--- config.mk ---
export PLATFORM = sky130hd
export DESIGN_NAME = char_buf_writer
export DESIGN_NICKNAME = d
export VERILOG_FILES = /design/src/rtl/vga_pkg.sv /design/src/rtl/char_buf_writer_clr_sequencer.sv /design/src/rtl/char_buf_writer.sv
export SDC_FILE = /design/constraint.sdc
export NUM_CORES = 1
export LEC_CHECK = 0
export CORE_MARGIN = 4
export CORE_UTILIZATION = 46
export CTS_CLUSTER_SIZE = 25
export DETAILED_ROUTE_END_ITERATION = 10
export PLACE_DENSITY = 0.69
export SLEW_MARGIN = 0
export SYNTH_ARGS = -nofsm -noshare
export SYNTH_HDL_FRONTEND = slang
export SYNTH_SLANG_ARGS = --single-unit
--- constraint.sdc ---
create_clock -name clk -period 7.1 [get_ports clk]
set_clock_uncertainty 0.1 [all_clocks]
set_input_delay 0.71 -clock clk [delete_from_list [all_inputs] [get_ports clk]]
set_output_delay 0.71 -clock clk [all_outputs]
set_load 0.02 [all_outputs]
--- src/rtl/vga_pkg.sv ---
// rtl/vga_pkg.sv - shared text-buffer geometry, control codes, states and address packing
package vga_pkg;

  localparam int         COLS_DEF  = 70;
  localparam int         ROWS_DEF  = 30;
  localparam logic [7:0] BLANK_DEF = 8'h20;

  localparam logic [7:0] ASCII_BS = 8'h08;
  localparam logic [7:0] ASCII_LF = 8'h0A;
  localparam logic [7:0] ASCII_FF = 8'h0C;
  localparam logic [7:0] ASCII_CR = 8'h0D;

  typedef enum logic [1:0] {
    ST_IDLE     = 2'd0,
    ST_CLR_LINE = 2'd1,
    ST_CLR_ALL  = 2'd2
  } state_t;

  typedef enum logic {
    CLR_MODE_LINE = 1'b0,
    CLR_MODE_ALL  = 1'b1
  } clr_mode_t;

  // Same layout the display side uses when reading the buffer.
  function automatic logic [15:0] pack_addr(input logic [4:0] row, input logic [6:0] col);
    return {4'b0000, row, col};
  endfunction

endpackage

--- src/rtl/char_buf_writer_clr_sequencer.sv ---
// rtl/char_buf_writer_clr_sequencer.sv - one-cell-per-cycle blanking walker for a line or the whole screen
import vga_pkg::*;

module char_buf_writer_clr_sequencer #(
  parameter int COLS = COLS_DEF,
  parameter int ROWS = ROWS_DEF
) (
  input  logic        clk,
  input  logic        rst,
  input  logic        i_start,
  input  clr_mode_t   i_mode,
  input  logic [4:0]  i_row,
  input  logic        i_en,
  output logic [15:0] o_addr,
  output logic        o_we,
  output logic        o_done
);

  localparam logic [6:0] LAST_COL = 7'(COLS - 1);
  localparam logic [4:0] LAST_ROW = 5'(ROWS - 1);

  logic [4:0] r_row;
  logic [6:0] r_col;
  logic       w_col_last;
  logic       w_last;

  assign w_col_last = (r_col == LAST_COL);
  assign w_last     = w_col_last & ((i_mode == CLR_MODE_LINE) | (r_row == LAST_ROW));

  always_ff @(posedge clk) begin
    if (rst) begin
      r_row <= 5'd0;
      r_col <= 7'd0;
    end else if (i_start) begin
      r_row <= i_row;
      r_col <= 7'd0;
    end else if (i_en) begin
      if (w_col_last) begin
        r_col <= 7'd0;
        if (i_mode == CLR_MODE_ALL)
          r_row <= (r_row == LAST_ROW) ? 5'd0 : r_row + 5'd1;
      end else begin
        r_col <= r_col + 7'd1;
      end
    end
  end

  assign o_addr = pack_addr(r_row, r_col);
  assign o_we   = i_en;
  assign o_done = i_en & w_last;

endmodule

--- src/rtl/char_buf_writer.sv ---
// rtl/char_buf_writer.sv - byte stream to text buffer writer with cursor and control-code handling
import vga_pkg::*;

module char_buf_writer #(
  parameter int         COLS  = COLS_DEF,
  parameter int         ROWS  = ROWS_DEF,
  parameter logic [7:0] BLANK = BLANK_DEF
) (
  input  logic        clk,
  input  logic        rst,
  input  logic [7:0]  in_data,
  input  logic        in_valid,
  output logic        in_ready,
  output logic [15:0] char_wr_addr,
  output logic [7:0]  char_wr_data,
  output logic        char_we,
  output logic [6:0]  cur_h,
  output logic [4:0]  cur_v,
  output logic        busy
);

  localparam logic [6:0] LAST_COL = 7'(COLS - 1);
  localparam logic [4:0] LAST_ROW = 5'(ROWS - 1);

  state_t      r_state;
  logic [6:0]  r_cur_h;
  logic [4:0]  r_cur_v;
  logic        r_we;
  logic [15:0] r_addr;
  logic [7:0]  r_data;

  state_t      w_state_nxt;
  logic [6:0]  w_h_nxt;
  logic [4:0]  w_v_nxt;
  logic [4:0]  w_v_adv;
  logic        w_accept;
  logic        w_printable;
  logic        w_byte_we;
  logic [15:0] w_byte_addr;
  logic [7:0]  w_byte_data;
  logic        w_seq_start;
  logic        w_seq_en;
  clr_mode_t   w_seq_mode;
  logic [15:0] w_seq_addr;
  logic        w_seq_we;
  logic        w_seq_done;

  assign in_ready    = (r_state == ST_IDLE) & ~rst;
  assign busy        = ~in_ready;
  assign w_accept    = in_valid & in_ready;
  assign w_printable = (in_data >= 8'h20) && (in_data <= 8'h7E);
  // No scrolling: moving past the last row lands back on row 0.
  assign w_v_adv     = (r_cur_v == LAST_ROW) ? 5'd0 : r_cur_v + 5'd1;
  assign w_seq_en    = (r_state != ST_IDLE);
  assign w_seq_mode  = (r_state == ST_CLR_ALL) ? CLR_MODE_ALL : CLR_MODE_LINE;

  always_comb begin
    w_state_nxt = r_state;
    w_h_nxt     = r_cur_h;
    w_v_nxt     = r_cur_v;
    w_byte_we   = 1'b0;
    w_byte_addr = pack_addr(r_cur_v, r_cur_h);
    w_byte_data = in_data;
    w_seq_start = 1'b0;
    case (r_state)
      ST_IDLE: begin
        if (w_accept) begin
          if (w_printable) begin
            w_byte_we = 1'b1;
            if (r_cur_h != LAST_COL) begin
              w_h_nxt = r_cur_h + 7'd1;
            end else begin
              w_h_nxt     = 7'd0;
              w_v_nxt     = w_v_adv;
              w_state_nxt = ST_CLR_LINE;
              w_seq_start = 1'b1;
            end
          end else begin
            case (in_data)
              ASCII_LF: begin
                w_h_nxt     = 7'd0;
                w_v_nxt     = w_v_adv;
                w_state_nxt = ST_CLR_LINE;
                w_seq_start = 1'b1;
              end
              ASCII_CR: w_h_nxt = 7'd0;
              ASCII_BS: begin
                if (r_cur_h != 7'd0) begin
                  w_h_nxt     = r_cur_h - 7'd1;
                  w_byte_we   = 1'b1;
                  w_byte_addr = pack_addr(r_cur_v, r_cur_h - 7'd1);
                  w_byte_data = BLANK;
                end else if (r_cur_v != 5'd0) begin
                  w_h_nxt     = LAST_COL;
                  w_v_nxt     = r_cur_v - 5'd1;
                  w_byte_we   = 1'b1;
                  w_byte_addr = pack_addr(r_cur_v - 5'd1, LAST_COL);
                  w_byte_data = BLANK;
                end
              end
              ASCII_FF: begin
                w_h_nxt     = 7'd0;
                w_v_nxt     = 5'd0;
                w_state_nxt = ST_CLR_ALL;
                w_seq_start = 1'b1;
              end
              default: ;
            endcase
          end
        end
      end
      ST_CLR_LINE, ST_CLR_ALL: begin
        if (w_seq_done)
          w_state_nxt = ST_IDLE;
      end
      default: w_state_nxt = ST_CLR_ALL;
    endcase
  end

  char_buf_writer_clr_sequencer #(
    .COLS(COLS),
    .ROWS(ROWS)
  ) u_clr_seq (
    .clk    (clk),
    .rst    (rst),
    .i_start(w_seq_start),
    .i_mode (w_seq_mode),
    .i_row  (w_v_nxt),
    .i_en   (w_seq_en),
    .o_addr (w_seq_addr),
    .o_we   (w_seq_we),
    .o_done (w_seq_done)
  );

  always_ff @(posedge clk) begin
    if (rst) begin
      r_state <= ST_CLR_ALL;
      r_cur_h <= 7'd0;
      r_cur_v <= 5'd0;
      r_we    <= 1'b0;
      r_addr  <= 16'd0;
      r_data  <= 8'd0;
    end else begin
      r_state <= w_state_nxt;
      r_cur_h <= w_h_nxt;
      r_cur_v <= w_v_nxt;
      r_we    <= w_seq_we | w_byte_we;
      if (w_seq_we) begin
        r_addr <= w_seq_addr;
        r_data <= BLANK;
      end else if (w_byte_we) begin
        r_addr <= w_byte_addr;
        r_data <= w_byte_data;
      end
    end
  end

  assign char_we      = r_we;
  assign char_wr_addr = r_addr;
  assign char_wr_data = r_data;
  assign cur_h        = r_cur_h;
  assign cur_v        = r_cur_v;

endmodule
# ---- Word-level counts from Yosys, hierarchy flattened
# Cells that the tools add are included.
dict set report totals {
  regBits 47
  input_bits 11
  output_inout_bits 39
  elab_cells 112
}
dict set report classes {
  add_sub_neg 6
  magnitude_cmp 2
  n_eq_ne 15
  n_mux 53
  bitwise_logic 9
  n_reduce_logical 18
}
# operator count
set op_table {}
lappend op_table {{two-way mux 12 bit} 8}
lappend op_table {{two-way mux 5 bit} 12}
lappend op_table {{two-way mux 8 bit} 6}
lappend op_table {{two-way mux 7 bit} 5}
lappend op_table {{== test 8 x 4 -> 1 bit (second input constant)} 4}
lappend op_table {{one-hot mux 5 bit (3 select lines)} 1}
lappend op_table {{adder 7 x 1 -> 7 bit (second input constant)} 2}
lappend op_table {{one-hot mux 7 bit (2 select lines)} 1}
lappend op_table {{two-way mux 1 bit} 12}
lappend op_table {{two-way mux 6 bit} 2}
lappend op_table {{adder 5 x 1 -> 5 bit (second input constant)} 2}
lappend op_table {{== test 5 bit (second input constant)} 2}
lappend op_table {{nonzero test 2 bit} 5}
lappend op_table {{>= comparator 8 x 6 -> 1 bit (second input constant)} 1}
lappend op_table {{less-or-equal comparator 8 x 7 -> 1 bit (second input constant)} 1}
lappend op_table {{two-way mux 2 bit} 4}
lappend op_table {{one-hot mux 2 bit (2 select lines)} 2}
lappend op_table {{AND reduction 4 bit} 2}
lappend op_table {{OR reduction 2 bit} 4}
lappend op_table {{== test 7 bit (second input constant)} 1}
lappend op_table {{inequality test 7 bit (second input constant)} 1}
lappend op_table {{nonzero test 7 bit} 1}
lappend op_table {{subtractor 7 x 1 -> 7 bit (second input constant)} 1}
lappend op_table {{nonzero test 5 bit} 1}
lappend op_table {{other kinds (16)} 22}

# ---- Depth between registers and ports, before layout
# Gate-level depths: netlist of the first run.
dict set report logic_depth {
  ltp_word 9
  depth_mapped 12
  depth_no_buf 9
}

# ---- By module
# From an unflattened synthesis of the first run, not the netlist that was laid out.
dict set report hier_totals {
  cells_unflattened 454
  hier_area_um2 3523.4
}
# module instances cells_per_inst area_each_um2 seq_area_each_um2
set modules_own_cells {}
lappend modules_own_cells {char_buf_writer 1 365 2766.4 780.7}
lappend modules_own_cells {char_buf_writer_clr_sequencer 1 89 757.0 240.2}

# ---- Least setup slack after synthesis of the first run
# No wires, ideal clock.
dict set report synth_timing {
  path_kind {input -> register}
  start {input port rst}
  end {register u_clr_seq.r_row[4]}
  setup_time_ns 0.095
  arrival_ns 2.377
  t_required_ns 6.905
  setup_slack_ns 4.528
  stages 9
  path_buffers 2
  cell_sequence {buf_2 -> inv_2 -> nand2_1 -> inv_2 -> nand2_1 -> buf_2 -> nor2_1 -> mux2_2 -> a221oi_1}
}
dict set report synth_via {
  elab_chain_cells 7
  elab_cells_between_ends 12
  cone_classes {mux: 5; bitwise: 3; reduce/logical: 4}
}
# item line_no
set synth_lines {}
lappend synth_lines {{from (decl)} char_buf_writer.sv:10} ;# input logic rst,
lappend synth_lines {{NOT 1 bit *} char_buf_writer.sv:48} ;# assign in_ready = (r_state == ST_IDLE) & ~rst;
lappend synth_lines {{AND 1 bit *} char_buf_writer.sv:48}
lappend synth_lines {{net in_ready} char_buf_writer.sv:13} ;# output logic in_ready,
lappend synth_lines {{AND 1 bit *} char_buf_writer.sv:50} ;# assign w_accept = in_valid & in_ready;
lappend synth_lines {{two-way mux 1 bit} char_buf_writer.sv:67} ;# if (w_accept) begin
lappend synth_lines {{two-way mux 1 bit} char_buf_writer.sv:65} ;# case (r_state)
lappend synth_lines {{nonzero test 2 bit (no line)} -}
lappend synth_lines {{AND reduction 3 bit (no line)} -}
lappend synth_lines {{to (signal assigned)} char_buf_writer_clr_sequencer.sv:35} ;# r_row <= i_row;
lappend synth_lines {{to (signal assigned)} char_buf_writer_clr_sequencer.sv:41} ;# r_row <= (r_row == LAST_ROW) ? 5'd0 : r_row + 5'd1;
lappend synth_lines {{to (decl)} char_buf_writer_clr_sequencer.sv:22} ;# logic [4:0] r_row;
# The timed path passes the listed nets; every way through them passes the cells marked *.
# A chain may end at the register's enable or synchronous reset.

# ---- Worst setup path after layout of the first run
dict set report layout_timing {
  start {input port rst}
  end {register r_cur_h[3] (netlist: cur_h[3])}
}
dict set report layout_via {
  elab_chain_cells 4
}
# item line_no
set layout_lines {}
lappend layout_lines {{NOT 1 bit} char_buf_writer.sv:48}
lappend layout_lines {{AND 1 bit} char_buf_writer.sv:48}
lappend layout_lines {{AND 1 bit} char_buf_writer.sv:50}
lappend layout_lines {{AND reduction 4 bit (no line)} -}
lappend layout_lines {{to (signal assigned)} char_buf_writer.sv:145} ;# r_cur_h <= w_h_nxt;
lappend layout_lines {{to (decl)} char_buf_writer.sv:26} ;# logic [6:0] r_cur_h;
# Parallel ways exist; a longest one is shown, timed or not.

==> results.py, run 1 <==
metrics = {
    "status": {
        "status": "finished clean",
    },
    "clock_network": {
        "cts_hold_buf": 0,
        "post_cts_buffers": 0,
        "clk_pin_slew_ns": 0.10,
        "root_buffer": "clkbuf_8",
        "clock_latency_ns": 0.31,
        "cts_inserted_buffers": 5,
        "clock-sinks": 47,
        "cts_max_level": 2,
        "cts_buffer_depth": 2,
        "cts_tree": "built",
        "cts_resized": 0,
    },
    "timing": {
        "slew_headroom_pct": 25.6,
        "min_period_over_period_pct": 51.3,
        "setup_tns_ns": 0,
        "min_period_ns": 3.64,
        "setup_viol": 0,
        "slew_violations": 0,
        "rsz0062_at_grt": "no",
        "worst_pin_slew_ns": 1.11,
        "whs_ns": 0.365,
        "max_freq_mhz": 275,
        "finalHoldViolCount": 0,
    },
    "route": {
        "vias": 3478,
        "vias_per_cell": 6.22,
        "drcViolationCount": 0,
        "routed_wl_mm": 10.3,
        "drt_first_pass_iters": 4,
        "postRouteAntennaNets": 0,
        "drt_iter0_drc": 220,
        "wl_per_cell_um": 18.4,
    },
    "finish": {
        "final_nets": 484,
        "drive_above_1_share_pct": 9.57,
        "seq_area_sq_um": 941,
        "area_delta_synth_final_pct": 16.8,
        "stdcell_count": 559,
        "multi_input_area_sq_um": 2240,
        "diodes": 0,
        "fillCellCount": 709,
    },
    "logic_synthesis": {
        "synth_edf_count": 0,
        "yosysSeqAreaShare_pct": 27.8,
        "yosys_warnings": 0,
        "synth_area_sq_um": 3380,
        "ys_async_sr_fraction_pct": 0,
        "postSynthAreaPerCell_sq_um": 7.85,
        "synthTopCellsByArea": "dfxtp_1 28%, nand2_1 5.2%, ha_1 5.2%, nor2_1 4.7%, a21oi_1 3.8%",
        "ys_types": 78,
        "yosysTopAreaCellShare_pct": 27.8,
        "ys_top_cells_by_count": "47 x dfxtp_1, 47 x nand2_1, 42 x nor2_1, 26 x a21oi_1, 23 x o21ai_0",
        "synth_area_leader_cell": "dfxtp_1",
        "synthCells": 431,
        "synth-seq-cells": 47,
        "synth_flop_cell": "dfxtp_1",
    },
    "placement": {
        "dpl.hpwl_mm": 7.46,
        "place_congestion": 0.926,
        "portBuffers": 45,
        "dp.cells": 551,
    },
    "floorplanning": {
        "core_area_sq_um": 7210,
        "die-area_sq_um": 8790,
        "pin_count": 50,
        "dieHeight_um": 93.8,
        "initial_core_util_pct": 46.9,
        "die_x_um": 93.8,
        "rows": 31,
    },
    "power": {
        "ir_worst_vdd_uv": 111,
        "leakage_nw": 1.38,
        "powerDensity_nw_per_um2": 184,
    },
    "setup_path": {
        "critPathCaptureType": "flop",
        "start_kind": "primary input",
        "rr_startpoint": "r_state[0]",
        "arrival_ns": 3.76,
        "critical_path.max_stage_delay_ns": 0.94,
        "crit_family": "compound AO/OA/AOI/OAI gates",
        "regToRegSetupSlack_ns": 3.76,
        "cp_slowest_cell": "a31oi_1",
        "cp_cell_sequence": "clkdlybuf4s50_1 > buf_4 > inv_2 > nand2_1 > inv_2 > nand2_1 > a31oi_1 > o21ai_0 > a32o_1",
        "cp_num_buf_inv": 4,
        "cp.required_ns": 7.22,
        "r2r_cells": 9,
        "cp_max_fo": 35,
        "path_class": "primary input to flop",
        "timing.rr.end": "char_wr_addr[11]",
    },
    "hold_path": {
        "hold_path_end": "char_wr_data[1]",
        "min_path_cells": 2,
        "hold_path_class": "flop to flop",
        "worstHoldStart": "char_wr_data[1]",
    },
    "grt": {
        "grt_max_degree": 36,
        "grt_pass1_wl_mm": 17.0,
        "first_global_vias": 3193,
        "grt.total_usage_pct": 24.1,
        "antenna_found_initial": 0,
        "overflow": 0,
    },
    "flow_run": {
        "maxCapViolCount": 0,
    },
}
routing by layer:
metal  vias to the layer above  global-route usage [%]  wire (um)
li1                       1652                       -          -
met3                        23                    4.81        767
met5                         -                       0          0
met1                      1628                    35.6       4610
met4                         0                    6.62        248
met2                       175                    35.4       4650
cell type report:
cell class / instances / share of cell area [%]
Timing Repair Buffer: 49 / 12.2
Clock buffer: 5 / 1.74
Sequential cell: 47 / 23.8
Clock inverter: 3 / 1.17
Inverter: 14 / 1.33
Tap cell: 99 / 3.13
Multi-Input combinational cell: 342 / 56.7
worst max path at each step:
stage / start / endpoint / slack (ns) / cells past startpoint
finish: rst / cur_h[3] / 3.46 / 9
global route: rst / cur_h[3] / 3.27 / 9
CTS: rst / cur_h[3] / 3.52 / 9
detailed placement: rst / cur_h[3] / 3.21 / 9
global placement: rst / char_wr_addr[11] / 3.32 / 8
floorplan: rst / u_clr_seq.r_row[4] / 4.53 / 9
sequential cells by signal, indices dropped and copies added (netlist names):
signal,count
char_wr_addr,12
char_wr_data,8
cur_h,7
u_clr_seq.r_col,7
cur_v,5
u_clr_seq.r_row,5
r_state,2
char_we,1
through the flow:
stage	setup slack, ns	power, W	instance area [sq um]	util [%]
after global routing	3.27	0.000767	3950	54.8
after detailed placement	3.21	0.000524	3840	53.2
after floorplan	4.53	0.000457	3400	-
after CTS	3.52	0.000731	3950	54.8
final	3.46	0.000729	3950	54.8
after global placement	3.32	0.000523	3840	53.2
power breakdown:
part / switching, W / internal (W) / total (W) / leakage, nW
combinational: 0.000132 / 0.0000854 / 0.000218 / 0.945
sequential: 0.0000189 / 0.000284 / 0.000302 / 0.380
clock: 0.000103 / 0.000106 / 0.000209 / 0.0548
total: 0.000254 / 0.000475 / 0.000729 / 1.38
worst register-to-register path: cells and delay by family, from the launching register on:
family,cells,cell delay [ns]
AOI/OAI and AO/OA,4,1.23
DFF,1,0.33
and+or+nand+nor,2,1.11
adders and majority gates,1,0.14
buffers and inverters,2,0.36
placed cells by master (no fill, tap or decap), types with 7 or more instances in the layout:
cell type	Yosys	routed
nand3_1	22	22
nand2_1	47	47
and3_1	13	13
clkdlybuf4s50_1	0	45
dfxtp_1	47	47
ha_1	14	14
nor3_1	7	7
a31oi_1	12	12
inv_1	11	11
a21oi_1	26	26
nor2_1	42	42
o21ai_0	23	23
logic make-up (layout without fill, tap and decap cells):
family	Yosys count	in the layout	synth area share, %
compound gates	131	131	27.9
xor+xnor	10	10	2.59
fa+ha+maj	14	14	5.18
buf+inv	45	71	6.58
flops	47	47	27.8
mux	7	7	2.18
other cells	1	4	0.111
simple gates	176	176	27.7
Power figures use the tool's default switching activity.
==> inputs of run 2 (changes only) <==
--- a/config.mk
+++ b/config.mk
@@ -9,7 +9,7 @@
 export CORE_UTILIZATION = 46
 export CTS_CLUSTER_SIZE = 25
 export DETAILED_ROUTE_END_ITERATION = 10
-export PLACE_DENSITY = 0.69
+export PLACE_DENSITY = 0.72
 export SLEW_MARGIN = 0
 export SYNTH_ARGS = -nofsm -noshare
 export SYNTH_HDL_FRONTEND = slang
==> constraint.sdc (replaced) <==
create_clock -name clk -period 3.11 [get_ports clk]
set_clock_uncertainty 0.1 [all_clocks]
set_input_delay 0.311 -clock clk [delete_from_list [all_inputs] [get_ports clk]]
set_output_delay 0.311 -clock clk [all_outputs]
set_load 0.02 [all_outputs]
==> results.py, run 2 (same netlist as run 1, synthesis figures left out) <==
metrics = {
    "floorplanning": {
        "rows": 31,
        "dieHeight_um": 93.8,
        "die_x_um": 93.8,
        "die-area_sq_um": 8790,
        "initial_core_util_pct": 46.9,
        "pin_count": 50,
        "core_area_sq_um": 7210,
    },
    "hold_path": {
        "min_path_cells": 2,
        "hold_path_class": "flop to flop",
        "worstHoldStart": "char_wr_data[6]",
        "hold_path_end": "char_wr_data[6]",
    },
    "power": {
        "ir_worst_vdd_uv": 176,
        "powerDensity_nw_per_um2": 405,
        "leakage_nw": 1.49,
        "finalPower_w": 0.00167,
    },
    "timing": {
        "setup_tns_ns": 0,
        "min_period_ns": 2.92,
        "rsz0062_at_grt": "no",
        "finalHoldViolCount": 0,
        "slew_headroom_pct": 64.3,
        "setup_viol": 0,
        "max_freq_mhz": 342,
        "min_period_over_period_pct": 94.0,
        "slew_violations": 0,
        "timing.final.ws_setup_ns": 0.188,
        "worst_pin_slew_ns": 0.534,
    },
    "grt": {
        "grt_max_degree": 26,
        "overflow": 0,
        "grt.total_usage_pct": 24.5,
        "antenna_found_initial": 0,
        "first_global_vias": 3300,
        "grt_pass1_wl_mm": 17.3,
    },
    "flow_run": {
        "maxCapViolCount": 0,
    },
    "route": {
        "drcViolationCount": 0,
        "vias_per_cell": 6.24,
        "vias": 3619,
        "drt_first_pass_iters": 6,
        "drt_iter0_drc": 314,
        "routed_wl_mm": 10.8,
        "postRouteAntennaNets": 0,
        "wl_per_cell_um": 18.5,
    },
    "setup_path": {
        "path_class": "flop to flop",
        "arrival_ns": 3.03,
        "regToRegSetupSlack_ns": 0.19,
        "rr_startpoint": "cur_h[0]",
        "cp.required_ns": 3.22,
        "r2r_cells": 9,
        "start_kind": "flop",
        "critPathCaptureType": "flop",
        "timing.rr.end": "char_wr_addr[9]",
        "cp_max_fo": 15,
    },
    "finish": {
        "area_delta_synth_final_pct": 21.7,
        "diodes": 0,
        "final_nets": 506,
        "fillCellCount": 662,
        "fin_util_pct": 57.1,
        "mostFrequentLayoutCells": "47 x nand2_1, 47 x dfxtp_1, 45 x clkdlybuf4s50_1",
        "largest_reg_flops": 12,
        "drive_above_1_share_pct": 13.5,
    },
    "clock_network": {
        "cts_inserted_buffers": 5,
        "cts_hold_buf": 0,
        "clock-sinks": 47,
        "cts_tree": "built",
        "clk_pin_slew_ns": 0.09,
        "cts_max_level": 2,
        "cts_buffer_depth": 2,
        "root_buffer": "clkbuf_8",
        "clock_latency_ns": 0.30,
    },
    "status": {
        "status": "finished clean",
    },
    "placement": {
        "place_congestion": 1.01,
        "portBuffers": 45,
        "dpl.hpwl_mm": 7.86,
        "pre_cts_ws_ns": 0.111,
    },
}
[run 2: how the worst max path moves through the flow]
stage,startpoint,endpoint,slack [ns],depth (start not counted)
2_1_floorplan,cur_h[0],u_clr_seq.r_row[4],0.69,9
3_3_place_gp,cur_h[0],char_wr_data[5],0.21,8
3_5_place_dp,cur_h[0],char_wr_addr[9],0.11,9
4_1_cts,cur_h[0],char_wr_addr[9],0.04,9
5_1_grt,cur_h[0],char_wr_addr[9],0.06,9
6_report,cur_h[0],char_wr_addr[9],0.19,9
[run 2: cell type report]
type,instances,area [sq um],area share (%)
clock buffer,5,68.8,1.67
clock inverter,2,37.5,0.911
inverter,14,52.6,1.28
multi-input combinational,342,2250,54.6
sequential,47,941,22.8
tap,99,124,3.01
timing repair buffer,71,646,15.7
[run 2: worst max-delay path, cell delays in order, from the launching register on]
cell       delay [ns]
dfxtp_1          0.40
inv_1            0.17
ha_1             0.24
or4b_1           0.65
nor3_4           0.32
a2bb2oi_4        0.40
buf_4            0.23
and3_1           0.15
a21oi_1          0.04
o32ai_1          0.12
[run 2: what timing repair did]
action / CTS / global route
gates resized for setup: 0 / 1
buffers inserted: 0 / 0
endpoints found under the hold margin: 0 / 0
endpoints found under the setup margin: 0 / 6
[run 2: where the power goes]
| group | total, W | leakage [nW] | internal [W] | switching, W |
|---|---|---|---|---|
| Sequential | 0.000686 | 0.380 | 0.000647 | 0.0000387 |
| Combinational | 0.000530 | 1.06 | 0.000211 | 0.000319 |
| Clock | 0.000454 | 0.0502 | 0.000235 | 0.000219 |
[run 2: metrics by stage]
stage / instances / hold slack (ns) / area [sq um]
2_1_floorplan: 434 / 0.310 / 3400
3_3_place_gp: 573 / 0.354 / 4000
5_1_grt: 580 / 0.384 / 4120
6_report: 580 / 0.359 / 4120
4_1_cts: 580 / 0.360 / 4110
3_5_place_dp: 573 / 0.346 / 4000
[run 2: routing by layer]
| metal | global-route usage [%] | share of wire [%] |
|---|---|---|
| met5 | 0 | 0 |
| met3 | 4.41 | 9.0 |
| met2 | 38.2 | 45 |
| met1 | 34.0 | 43 |
| met4 | 8.30 | 3.1 |
